===== src/rtl/sha_nonce_scheduler.sv =====
// Nonce scheduler: dispatches nonces to parallel hash cores and serialises their h0 results onto one write port.
// Build option NONCE_SCHED_RR_EN selects round-robin write arbitration; otherwise lowest pending core wins.
module sha_nonce_scheduler #(
  parameter int NUM_CORES   = 4,
  parameter int NONCE_TOTAL = 16
) (
  input  logic                   clk,
  input  logic                   reset_n,
  input  logic                   start,
  input  logic [15:0]            output_addr,
  output logic                   done,
  output logic                   busy,
  output logic [NUM_CORES-1:0]   core_start,
  output logic [31:0]            core_nonce,
  input  logic [NUM_CORES-1:0]   core_done,
  input  logic [32*NUM_CORES-1:0] core_h0,
  output logic                   mem_we,
  output logic [15:0]            mem_addr,
  output logic [31:0]            mem_write_data
);

  // state  | meaning
  // IDLE   | waiting for start
  // RUN    | dispatching nonces, collecting and writing results
  // FINISH | one-cycle done pulse, then back to IDLE
  localparam int CW = (NUM_CORES > 1) ? $clog2(NUM_CORES) : 1;
  localparam logic [15:0] TOTAL = 16'(NONCE_TOTAL);

  typedef enum logic [1:0] {IDLE, RUN, FINISH} state_t;

  state_t                state;
  logic [15:0]           next_nonce;
  logic [15:0]           written_cnt;
  logic [NUM_CORES-1:0]  core_busy;
  logic [NUM_CORES-1:0]  pending;
  logic [15:0]           nonce_reg [NUM_CORES];
  logic [31:0]           h0_reg    [NUM_CORES];

  logic                  disp_ok;
  logic [CW-1:0]         disp_idx;
  logic                  grant_ok;
  logic [CW-1:0]         grant_idx;

  always_comb begin
    disp_ok  = 1'b0;
    disp_idx = '0;
    for (int i = NUM_CORES - 1; i >= 0; i--) begin
      if (!core_busy[i]) begin
        disp_ok  = 1'b1;
        disp_idx = CW'(i);
      end
    end
    if (next_nonce >= TOTAL) disp_ok = 1'b0;
  end

`ifdef NONCE_SCHED_RR_EN
  logic [CW-1:0] rr_ptr;
  logic [CW-1:0] cand;

  // Walk backwards from the farthest candidate so the one nearest rr_ptr wins.
  always_comb begin
    grant_ok  = 1'b0;
    grant_idx = '0;
    cand      = '0;
    for (int k = NUM_CORES - 1; k >= 0; k--) begin
      cand = CW'((int'(rr_ptr) + k) % NUM_CORES);
      if (pending[cand]) begin
        grant_ok  = 1'b1;
        grant_idx = cand;
      end
    end
  end
`else
  always_comb begin
    grant_ok  = 1'b0;
    grant_idx = '0;
    for (int i = NUM_CORES - 1; i >= 0; i--) begin
      if (pending[i]) begin
        grant_ok  = 1'b1;
        grant_idx = CW'(i);
      end
    end
  end
`endif

  always_ff @(posedge clk or negedge reset_n) begin
    if (!reset_n) begin
      state          <= IDLE;
      done           <= 1'b0;
      busy           <= 1'b0;
      core_start     <= '0;
      core_nonce     <= '0;
      mem_we         <= 1'b0;
      mem_addr       <= '0;
      mem_write_data <= '0;
      next_nonce     <= '0;
      written_cnt    <= '0;
      core_busy      <= '0;
      pending        <= '0;
      for (int i = 0; i < NUM_CORES; i++) begin
        nonce_reg[i] <= '0;
        h0_reg[i]    <= '0;
      end
`ifdef NONCE_SCHED_RR_EN
      rr_ptr         <= '0;
`endif
    end else begin
      core_start <= '0;
      mem_we     <= 1'b0;
      done       <= 1'b0;
      case (state)
        IDLE: begin
          busy <= 1'b0;
          if (start) begin
            state       <= RUN;
            next_nonce  <= '0;
            written_cnt <= '0;
            core_busy   <= '0;
            pending     <= '0;
          end
        end
        RUN: begin
          busy <= 1'b1;
          if (written_cnt == TOTAL) begin
            state <= FINISH;
            done  <= 1'b1;
          end else begin
            if (disp_ok) begin
              core_start[disp_idx] <= 1'b1;
              core_nonce           <= {16'h0000, next_nonce};
              nonce_reg[disp_idx]  <= next_nonce;
              core_busy[disp_idx]  <= 1'b1;
              next_nonce           <= next_nonce + 16'd1;
            end
            // Results from cores we never dispatched are dropped here.
            for (int i = 0; i < NUM_CORES; i++) begin
              if (core_done[i] && core_busy[i]) begin
                pending[i] <= 1'b1;
                h0_reg[i]  <= core_h0[32*i +: 32];
              end
            end
            if (grant_ok) begin
              mem_we               <= 1'b1;
              mem_addr             <= output_addr + nonce_reg[grant_idx];
              mem_write_data       <= h0_reg[grant_idx];
              pending[grant_idx]   <= 1'b0;
              core_busy[grant_idx] <= 1'b0;
              written_cnt          <= written_cnt + 16'd1;
`ifdef NONCE_SCHED_RR_EN
              rr_ptr <= (grant_idx == CW'(NUM_CORES - 1)) ? '0 : grant_idx + CW'(1);
`endif
            end
          end
        end
        FINISH: begin
          busy  <= 1'b0;
          state <= IDLE;
        end
        default: state <= IDLE;
      endcase
    end
  end

endmodule


===== config.mk =====
export PLATFORM = sky130hd
export DESIGN_NAME = sha_nonce_scheduler
export DESIGN_NICKNAME = d
export VERILOG_FILES = /design/src/rtl/sha_nonce_scheduler.sv
export SDC_FILE = /design/constraint.sdc
export NUM_CORES = 1
export LEC_CHECK = 0
export ABC_AREA = 1
export BUFFER_PORTS_ARGS = -buffer_cell sky130_fd_sc_hd__buf_2
export CAP_MARGIN = 5
export CORE_MARGIN = 4
export CORE_UTILIZATION = 45
export CTS_BUF_LIST = sky130_fd_sc_hd__clkbuf_16
export DETAILED_ROUTE_END_ITERATION = 6
export GPL_TIMING_DRIVEN = 0
export PLACE_DENSITY_LB_ADDON = 0.1
export RECOVER_POWER = 100
export SETUP_SLACK_MARGIN = 0.5
export SYNTH_ARGS = -nofsm -noshare
export SYNTH_HDL_FRONTEND = slang
export SYNTH_SLANG_ARGS = --single-unit

===== constraint.sdc =====
create_clock -name clk -period 2.56 [get_ports clk]
set_clock_uncertainty 0.2 [all_clocks]
set_input_delay 0.128 -clock clk [delete_from_list [all_inputs] [get_ports clk]]
set_output_delay 0.128 -clock clk [all_outputs]
set_load 0.03 [all_outputs]

== After elaboration in Yosys (flattened, before gate mapping) ==
Index checks and enable logic that the tools add are counted.

* Register bits after elaboration: 305
* Input port bits: 151
* Output and inout port bits: 87
* Word-level logic and storage cells: 138

* Add/sub/neg operators: 3
* Order comparisons: 8
* Equal/unequal tests: 8
* Multiplexer cells: 71
* Bitwise gates (word level): 7
* Reductions and logical operators: 21

{| class="wikitable"
|+ Operators with widths
! operator !! number
|-
| $mux W16 || 8
|-
| $bmux W32 S2 || 1
|-
| $bwmux W64 || 1
|-
| $mux W32 || 2
|-
| $pmux W16 S2 || 2
|-
| $mux W4 || 11
|-
| $add A16 B1 Y16 const B || 2
|-
| $bmux W16 S2 || 1
|-
| $demux W16 S2 || 1
|-
| $mux W1 || 28
|-
| $reduce_and A3 Y1 || 7
|-
| $mux W2 || 10
|-
| $add A16 B16 Y16 || 1
|-
| $eq A16 B5 Y1 const B || 1
|-
| $ge A16 B5 Y1 const B || 1
|-
| $pmux W4 S2 || 2
|-
| $ne A2 B2 Y1 const B || 5
|-
| $and A4 B4 Y4 || 2
|-
| $reduce_and A4 Y1 || 2
|-
| $logic_and A1 B1 Y1 || 7
|-
| $ge A3 B3 Y1 const B || 2
|-
| $lt A2 B3 Y1 const B || 2
|-
| $not A2 Y3 || 2
|-
| $demux W1 S2 || 2
|-
| other kinds (13) || 15
|}

== Depth between registers and ports, before layout ==
Gate-level depths: netlist (run 1).

* Depth after elaboration: 16
* Depth in mapped cells: 18
* Mapped depth without buffers: 17

== Worst setup path after synthesis (run 1) ==
OpenSTA, ideal clock, no wires.

* Kind: reg-to-reg
* Start: register pending[0]
* End: register mem_addr[14]
* Library setup time: 118 ps
* Data arrival time: 2352 ps
* Data required time: 2242 ps
* Path slack: -110 ps
* Cell stages (with the launch flop): 16
* Buffers on the path: 1
* Period minus slack after synthesis: 2670 ps
* Path through: dfrtp_1 > nor2_1 > nand2_2 > clkbuf_1 > o22ai_1 > a211oi_1 > ha_1 > fa_1 > nand3_1 > nand2_1 > nand3_1 > nand2_1 > nand2_1 > nand3b_1 > nand3_1 > nand2_1

* Word-level cells in the longest chain between the ends: 6
* Elaborated cells on any way between the ends: 8
* Those cells by class: 1 x add/sub; 5 x mux; 1 x bitwise; 1 x reduce/logical

{| class="wikitable"
|+ RTL lines
! what !! line !! RTL
|-
| start: declaration || 35 || <nowiki>logic [NUM_CORES-1:0] pending;</nowiki>
|-
| start signal: assignment || 99 || <nowiki>pending <= '0;</nowiki>
|-
| start signal: assignment || 119 || <nowiki>pending <= '0;</nowiki>
|-
| start signal: indexed assignment || 138 || <nowiki>pending[i] <= 1'b1;</nowiki>
|-
| $mux W2 || 78 || <nowiki>if (pending[i]) begin</nowiki>
|-
| $not A2 Y3 (not written as such) || 144 || <nowiki>mem_addr <= output_addr + nonce_reg[grant_idx];</nowiki>
|-
| $bmux W16 S2 || 144 ||
|-
| $mux W16 (not written as such) (2 in a row) || 144 ||
|-
| $add A16 B16 Y16 || 144 ||
|-
| end signal: assignment || 144 ||
|-
| end: declaration || 18 || <nowiki>output logic [15:0] mem_addr,</nowiki>
|}

Several ways; a longest one is shown, not always the timed one. The select of a mux whose other input is x is not followed.
A chain may end at the register's enable or synchronous reset.

== Final worst setup path (run 1) ==
* Start: register pending[0]
* End: register mem_addr[4]

Same word-level chain as after synthesis.

==> results.cfg, run 1 <==
[yosys]
yosysTopAreaCellShare_pct = 54.5
yosysTopAreaCell = dfrtp_1
async_reset_ff_share_pct = 100
synth_flop_cell = dfrtp_1
seq_area_frac_synth_pct = 54.5
synth_cells = 1671
synth_seq_cells = 305
synth.avg_cell_area_um2 = 8.39
synth_cell_type_count = 42
synth_edf_count = 0
syn_area_um2 = 14000
netlist_top_cells_area = dfrtp_1 (54%), nand2_1 (14%), inv_1 (4.1%), o21ai_1 (4.0%), o21ai_0 (3.4%)
ys_warn_count = 0

[clock_tree]
cts.sinks = 305
cts_root_buffer = clkbuf_16
cts_buffers = 34
ctsLongestPathBuffers = 3
path_clk_slew_ps = 70
cts_tree = yes
htree_num_levels = 2
worstSkewPairLatency_ps = 530

[setup_path]
cp.required_ps = 2760
arrival_ps = 2900
cp_max_fo = 6
crit_path_cell_trace = nor2_4, nand2_8, clkbuf_16, o22ai_4, a211oi_4, ha_2, fa_2, nand3_2, nand2_4, buf_4, buf_4, xnor2_2, o21ai_1
path_class = register to register
critical-path-max-stage-delay_ps = 480
worstSetupEndpointType = register
critPathSlowestCell = dfrtp_2
cpMostUsedCell = buf_4
ff2ff_setup_slack_ps = -140
worstSetupStartpointType = register

[final_layout]
drive_gt1_share_pct = 26.4
final_area_um2 = 20200
layout_common_cells = nand2_1 (448), dfrtp_1 (302), buf_2 (160)
final_common_cell = nand2_1
layout.nets = 2357
syn_to_final_growth_pct = 44.5
fin_util_pct = 66.0
n_antenna_cell = 0
instances_no_fill = 2603
largest_reg_flops = 128

[route]
routed_via_density = 5.05
drt_pass1_iterations = 5
wl_mm = 45.4
antenna_left = 0
drt_iter0_drc = 732
drc_errors = 0
via_count = 13100
route.detailed.wl_per_inst_um = 17.4

[global_routing]
grt_usage_pct = 25.4
grt_pass1_wl_mm = 68.4
grt_antenna_before_repair = 1
grt_max_degree = 120
grt_pass1_vias = 13000
overflow = 0

[power]
intPower_mw = 9.13
peakVddDrop_v = 0.000485
pwr-share-seq_pct = 43.7
p_leak_nw = 10.2
clkPwrFrac_pct = 36.4
p_comb_share_pct = 19.8
netSwitchingFraction_pct = 30.7
switchingPower_mw = 4.04
p_per_area_nw_per_um2 = 650

[placement]
port_buffers = 221
dp_cells = 2305
globalplace.congestion = 0.851
dpl_cell_area_um2 = 15800
place_ws_ps = -532
dp_hpwl_mm = 29.1

[floorplanning]
rows = 64
io-pin-count = 238
start_util_pct = 45.7
dieArea_um2 = 34000
core_um2 = 30700
fp.dieW_um = 184
die_h_um = 184

[outcome]
status = complete, but fails checks
violations = negative hold slack, max-capacitance violations, max-slew violations, negative setup slack

[sta]
fin_crit_sh_pct = 105
rsz0062_at_grt = yes
slew_violations = 77
hold_ws_ps = -11.3
fin_crit_ps = 2700
fmax_mhz = 370
timing.final.ws_setup_ps = -140
slew_headroom_pct = -24.3
worst_pin_slew_ps = 1860
hold_viol_final = 2
setup_viol = 11

[worst_hold_path]
hold_path.class = input pin to register

[run]
drv_cap = 1
[final cells by class]
cell class | instances | area, µm²
inverters | 162 | 634
clock inverters | 24 | 221
multi-input cells | 1125 | 6180
flip-flops and latches | 305 | 7640
well taps | 396 | 495
repair buffers | 463 | 3370
fillers | 2552 | 10400
plain buffers | 94 | 863
clock buffers | 34 | 851
[repair_timing]
| item | in CTS | in global routing |
|---|---|---|
| buffers inserted | 33 | 54 |
| resized for setup | 104 | 254 |
| endpoints found under the setup margin | 230 | 242 |
| hold buffers | 143 | 1 |
| pin swaps | 31 | 94 |
| endpoints found under the hold margin | 221 | 1 |
| gates cloned | 1 | 8 |
[cell usage after synthesis (6+ instances only)]
master    instances
a211oi_1         15
a21oi_1          55
buf_2            32
buf_4            24
buf_6             9
clkbuf_1         25
dfrtp_1         305
ha_1             20
inv_1           154
inv_2             7
nand2_1         534
nand3_1          66
nand4_1          13
nor2_1          106
nor2_2           11
nor2_4            6
o211ai_1         21
o21ai_0          94
o21ai_1         111
o22ai_1          15
xnor2_1           7
[worst max-delay path, delay by kind of cell (launching register included)]
family	cells	cell delay (ps)
buffers and inverters	3	450
and+or+nand+nor	4	490
AOI/OAI and AO/OA	3	290
DFF	1	480
adders and majority gates	2	550
xor gates and xnor gates	1	120
[worst paths after layout]
path                       cells after the start       endpoint           start
setup / recovery                              13    mem_addr[4]      pending[0]
hold / removal                                 5    mem_addr[3]  output_addr[3]
setup reg to reg                              13    mem_addr[4]      pending[0]
hold reg to reg                                2    mem_addr[9]     mem_addr[9]
max in group asynchronous                      3  nonce_reg[23]         reset_n
min in group asynchronous                      2    mem_addr[2]         reset_n
[power groups by stage]
stage / Sequential (mW) / Combinational, mW / Clock [mW]
3_3_place_gp: 5.82 / 2.31 / 0
5_1_grt: 5.81 / 2.87 / 5.07
6_report: 5.76 / 2.61 / 4.80
4_1_cts: 5.74 / 2.59 / 4.87
2_1_floorplan: 6.40 / 0.875 / 0
3_5_place_dp: 5.82 / 2.36 / 0
[cells by family (layout without fill, tap and decap cells)]
kind of cell | after synthesis | count (layout) | share of synthesized area [%]
and+or+nand+nor | 755 | 755 | 22.0
other | 1 | 16 | 0.0268
xor gates and xnor gates | 12 | 12 | 0.750
DFF | 305 | 305 | 54.5
adders and majority gates | 21 | 21 | 1.93
AOI/OAI and AO/OA | 321 | 321 | 12.4
buffers and inverters | 256 | 777 | 8.36
[per-stage QoR]
step / power [mW] / TNS [ps]
after floorplan: 7.27 / 0
after global placement: 8.13 / -1438450
after detailed placement: 8.18 / -5470
after CTS: 13.2 / -694
after global routing: 13.8 / -20260
final: 13.2 / -987
[routing by layer]
| metal | GRT usage, % | vias up | part of all wire (%) |
|---|---|---|---|
| li1 | - | 6347 | - |
| met4 | 7.13 | 2 | 3.1 |
| met3 | 4.54 | 92 | 5.8 |
| met1 | 33.3 | 6294 | 42 |
| met2 | 43.5 | 411 | 49 |
| met5 | 0 | - | 0.029 |
(Power assumes the default switching activity.)
==> run 2, diff against run 1 <==
- MAX_ROUTING_LAYER: not set -> met4
==> run 2 against run 1 <==
  * The run ends with max-capacitance violations, max-slew violations, negative setup slack left
  * Critical path depth stayed put
  * Combinational power is essentially flat
  * Via count is 1.7% lower
  * Design area fell by 3.2%
  * Critical endpoint is now mem_addr[8]
  * Largest cell class unchanged
==> results.cfg, run 2 (synthesized netlist as in run 1, its figures left out) <==
[setup_path]
worstSetupEndpointType = register
ff2ff_setup_slack_ps = -140
critPathSlowestCell = dfrtp_2
reg2reg_from = pending[0]
worstSetupStartpoint = pending[0]
arrival_ps = 2890
r2r.worst_path.cells = 13
cp.required_ps = 2750
path_class = register to register
critical-path-max-stage-delay_ps = 460
endpoint = mem_addr[8]
worstSetupStartpointType = register
crit_path_cell_trace = nor2_4, nand2_8, clkbuf_16, o22ai_4, a211oi_4, ha_2, fa_2, nand3_2, nand2_4, nand2_1, nand2_2, xnor2_2, o21ai_1
cp_max_fo = 7
r2r_end = mem_addr[8]

[route]
drc_errors = 0
routed_via_density = 5.01
via_count = 12900
antenna_left = 0
route.detailed.wl_per_inst_um = 17.1
wl_met3_mm = 2.42
routed.top_layer = met4
drt_iter0_drc = 768
dr_wl_met2_mm = 21.9
drt-met1-wl_mm = 18.8
drt_pass1_iterations = 5
wl_mm = 44.2

[floorplanning]
die_h_um = 184
core_um2 = 30700
start_util_pct = 45.7
io-pin-count = 238
fp.dieW_um = 184
rows = 64
dieArea_um2 = 34000

[power]
p_per_area_nw_per_um2 = 662
p_leak_nw = 9.94
total_power_mw = 13.0
pwr-share-seq_pct = 44.3
netSwitchingFraction_pct = 30.8
peakVddDrop_v = 0.000438
switchingPower_mw = 4.00
intPower_mw = 8.98
clkPwrFrac_pct = 35.5
p_comb_share_pct = 20.2

[global_routing]
grt_antenna_before_repair = 1
grt_usage_pct = 26.5
grt_pass1_vias = 13100
grt_pass1_wl_mm = 69.7
overflow = 0
grt_max_degree = 122

[run]
drv_cap = 3

[clock_tree]
ctsLongestPathBuffers = 3
cts_tree = yes
htree_num_levels = 2
cts_root_buffer = clkbuf_16
cts_buffers = 34
path_clk_slew_ps = 70
cts.sinks = 305
worstSkewPairLatency_ps = 510

[placement]
port_buffers = 221
dp_hpwl_mm = 29.0
globalplace.congestion = 0.866
dpl_cell_area_um2 = 15800

[sta]
setup_viol = 13
rsz0062_at_grt = yes
fmax_mhz = 371
slew_headroom_pct = -20.0
timing.final.ws_setup_ps = -137
fin_crit_ps = 2700
hold_viol_final = 0
fin_crit_sh_pct = 105
slew_violations = 276
worst_pin_slew_ps = 1800

[worst_hold_path]
hold_path.class = input pin to register
hp-start = output_addr[5]

[final_layout]
largest_reg_flops = 128
final_common_cell = nand2_1
layout_common_cells = nand2_1 (512), dfrtp_1 (301), buf_2 (158)
num-fill-cells = 2625
drive_gt1_share_pct = 22.3
final_area_um2 = 19600
syn_to_final_growth_pct = 39.9
layout.nets = 2336

[outcome]
status = complete, but fails checks
violations = max-capacitance violations, max-slew violations, negative setup slack
[run 2: cell types whose count changed in the layout (fill, tap and decap cells not counted), moves of 4 or more]
cell	previous run	this run
nand2_2	67	16
clkbuf_4	5	10
nand2_1	448	512
o22ai_4	7	3
nand3_1	57	61
nand3_2	8	4
buf_6	26	20
buf_4	98	91
nand2_4	23	9
[run 2: power by group through the flow]
stage,registers (mW),logic [mW],clock network (mW)
after global routing,5.80,2.91,4.88
after floorplan,6.40,0.875,0
after global placement,5.82,2.31,0
final,5.75,2.63,4.61
after CTS,5.74,2.61,4.70
after detailed placement,5.82,2.37,0
[run 2: metrics by stage]
step / setup TNS, ps / hold slack [ps] / util (%) / setup WS [ps] / instances
final: -991 / 20.9 / 63.9 / -137 / 2580
after floorplan: 0 / -368 / - / 134 / 1686
after global routing: -6560 / 20.6 / 63.9 / -242 / 2580
after CTS: -297 / -48.0 / 62.4 / -73.5 / 2544
after detailed placement: -5080 / -68.0 / 51.7 / -498 / 2305
after global placement: -1438570 / 131 / 51.4 / -4720 / 2303
[run 2: worst max-delay path: cells and delay by family (launching register included)]
| family | cells | cell delay, ps |
|---|---|---|
| fa+ha+maj | 2 | 560 |
| simple gates | 6 | 630 |
| compound gates | 3 | 320 |
| xor+xnor | 1 | 210 |
| buf+inv | 1 | 180 |
| flops | 1 | 460 |
[run 2: area by class of cell]
type,instances,area (µm²),area share (%)
antenna,1,2.50,0.0128
buffer,94,811,4.14
clock buffer,35,876,4.47
clock inverter,20,146,0.747
inverter,162,629,3.21
multi-input combinational,1125,5870,29.9
sequential,305,7640,39.0
tap,396,495,2.53
timing repair buffer,442,3140,16.0
[run 2: worst min path at each step]
stage / slack [ps] / cells after the start / end
floorplan: -370 / 0 / busy
global placement: 130 / 3 / h0_reg[90]
detailed placement: -70 / 1 / written_cnt[11]
CTS: -50 / 2 / written_cnt[10]
global route: 20 / 5 / mem_addr[5]
finish: 20 / 5 / mem_addr[5]
[run 2: timing repair]
| action | 4_1_cts | 5_1_grt |
|---|---|---|
| pin swaps | 26 | 43 |
| endpoints found under the setup margin | 248 | 225 |
| setup buffers | 38 | 32 |
| hold endpoints to repair | 407 | 17 |
| cloned | 2 | 1 |
| gates resized for setup | 125 | 101 |
| hold buffers | 144 | 2 |
[run 2: per-layer routing]
| metal | global-route usage, % | up-vias |
|---|---|---|
| li1 | - | 6305 |
| met1 | 34.6 | 6158 |
| met2 | 44.0 | 388 |
| met3 | 3.53 | 73 |
| met4 | 7.25 | 0 |
| met5 | - | - |
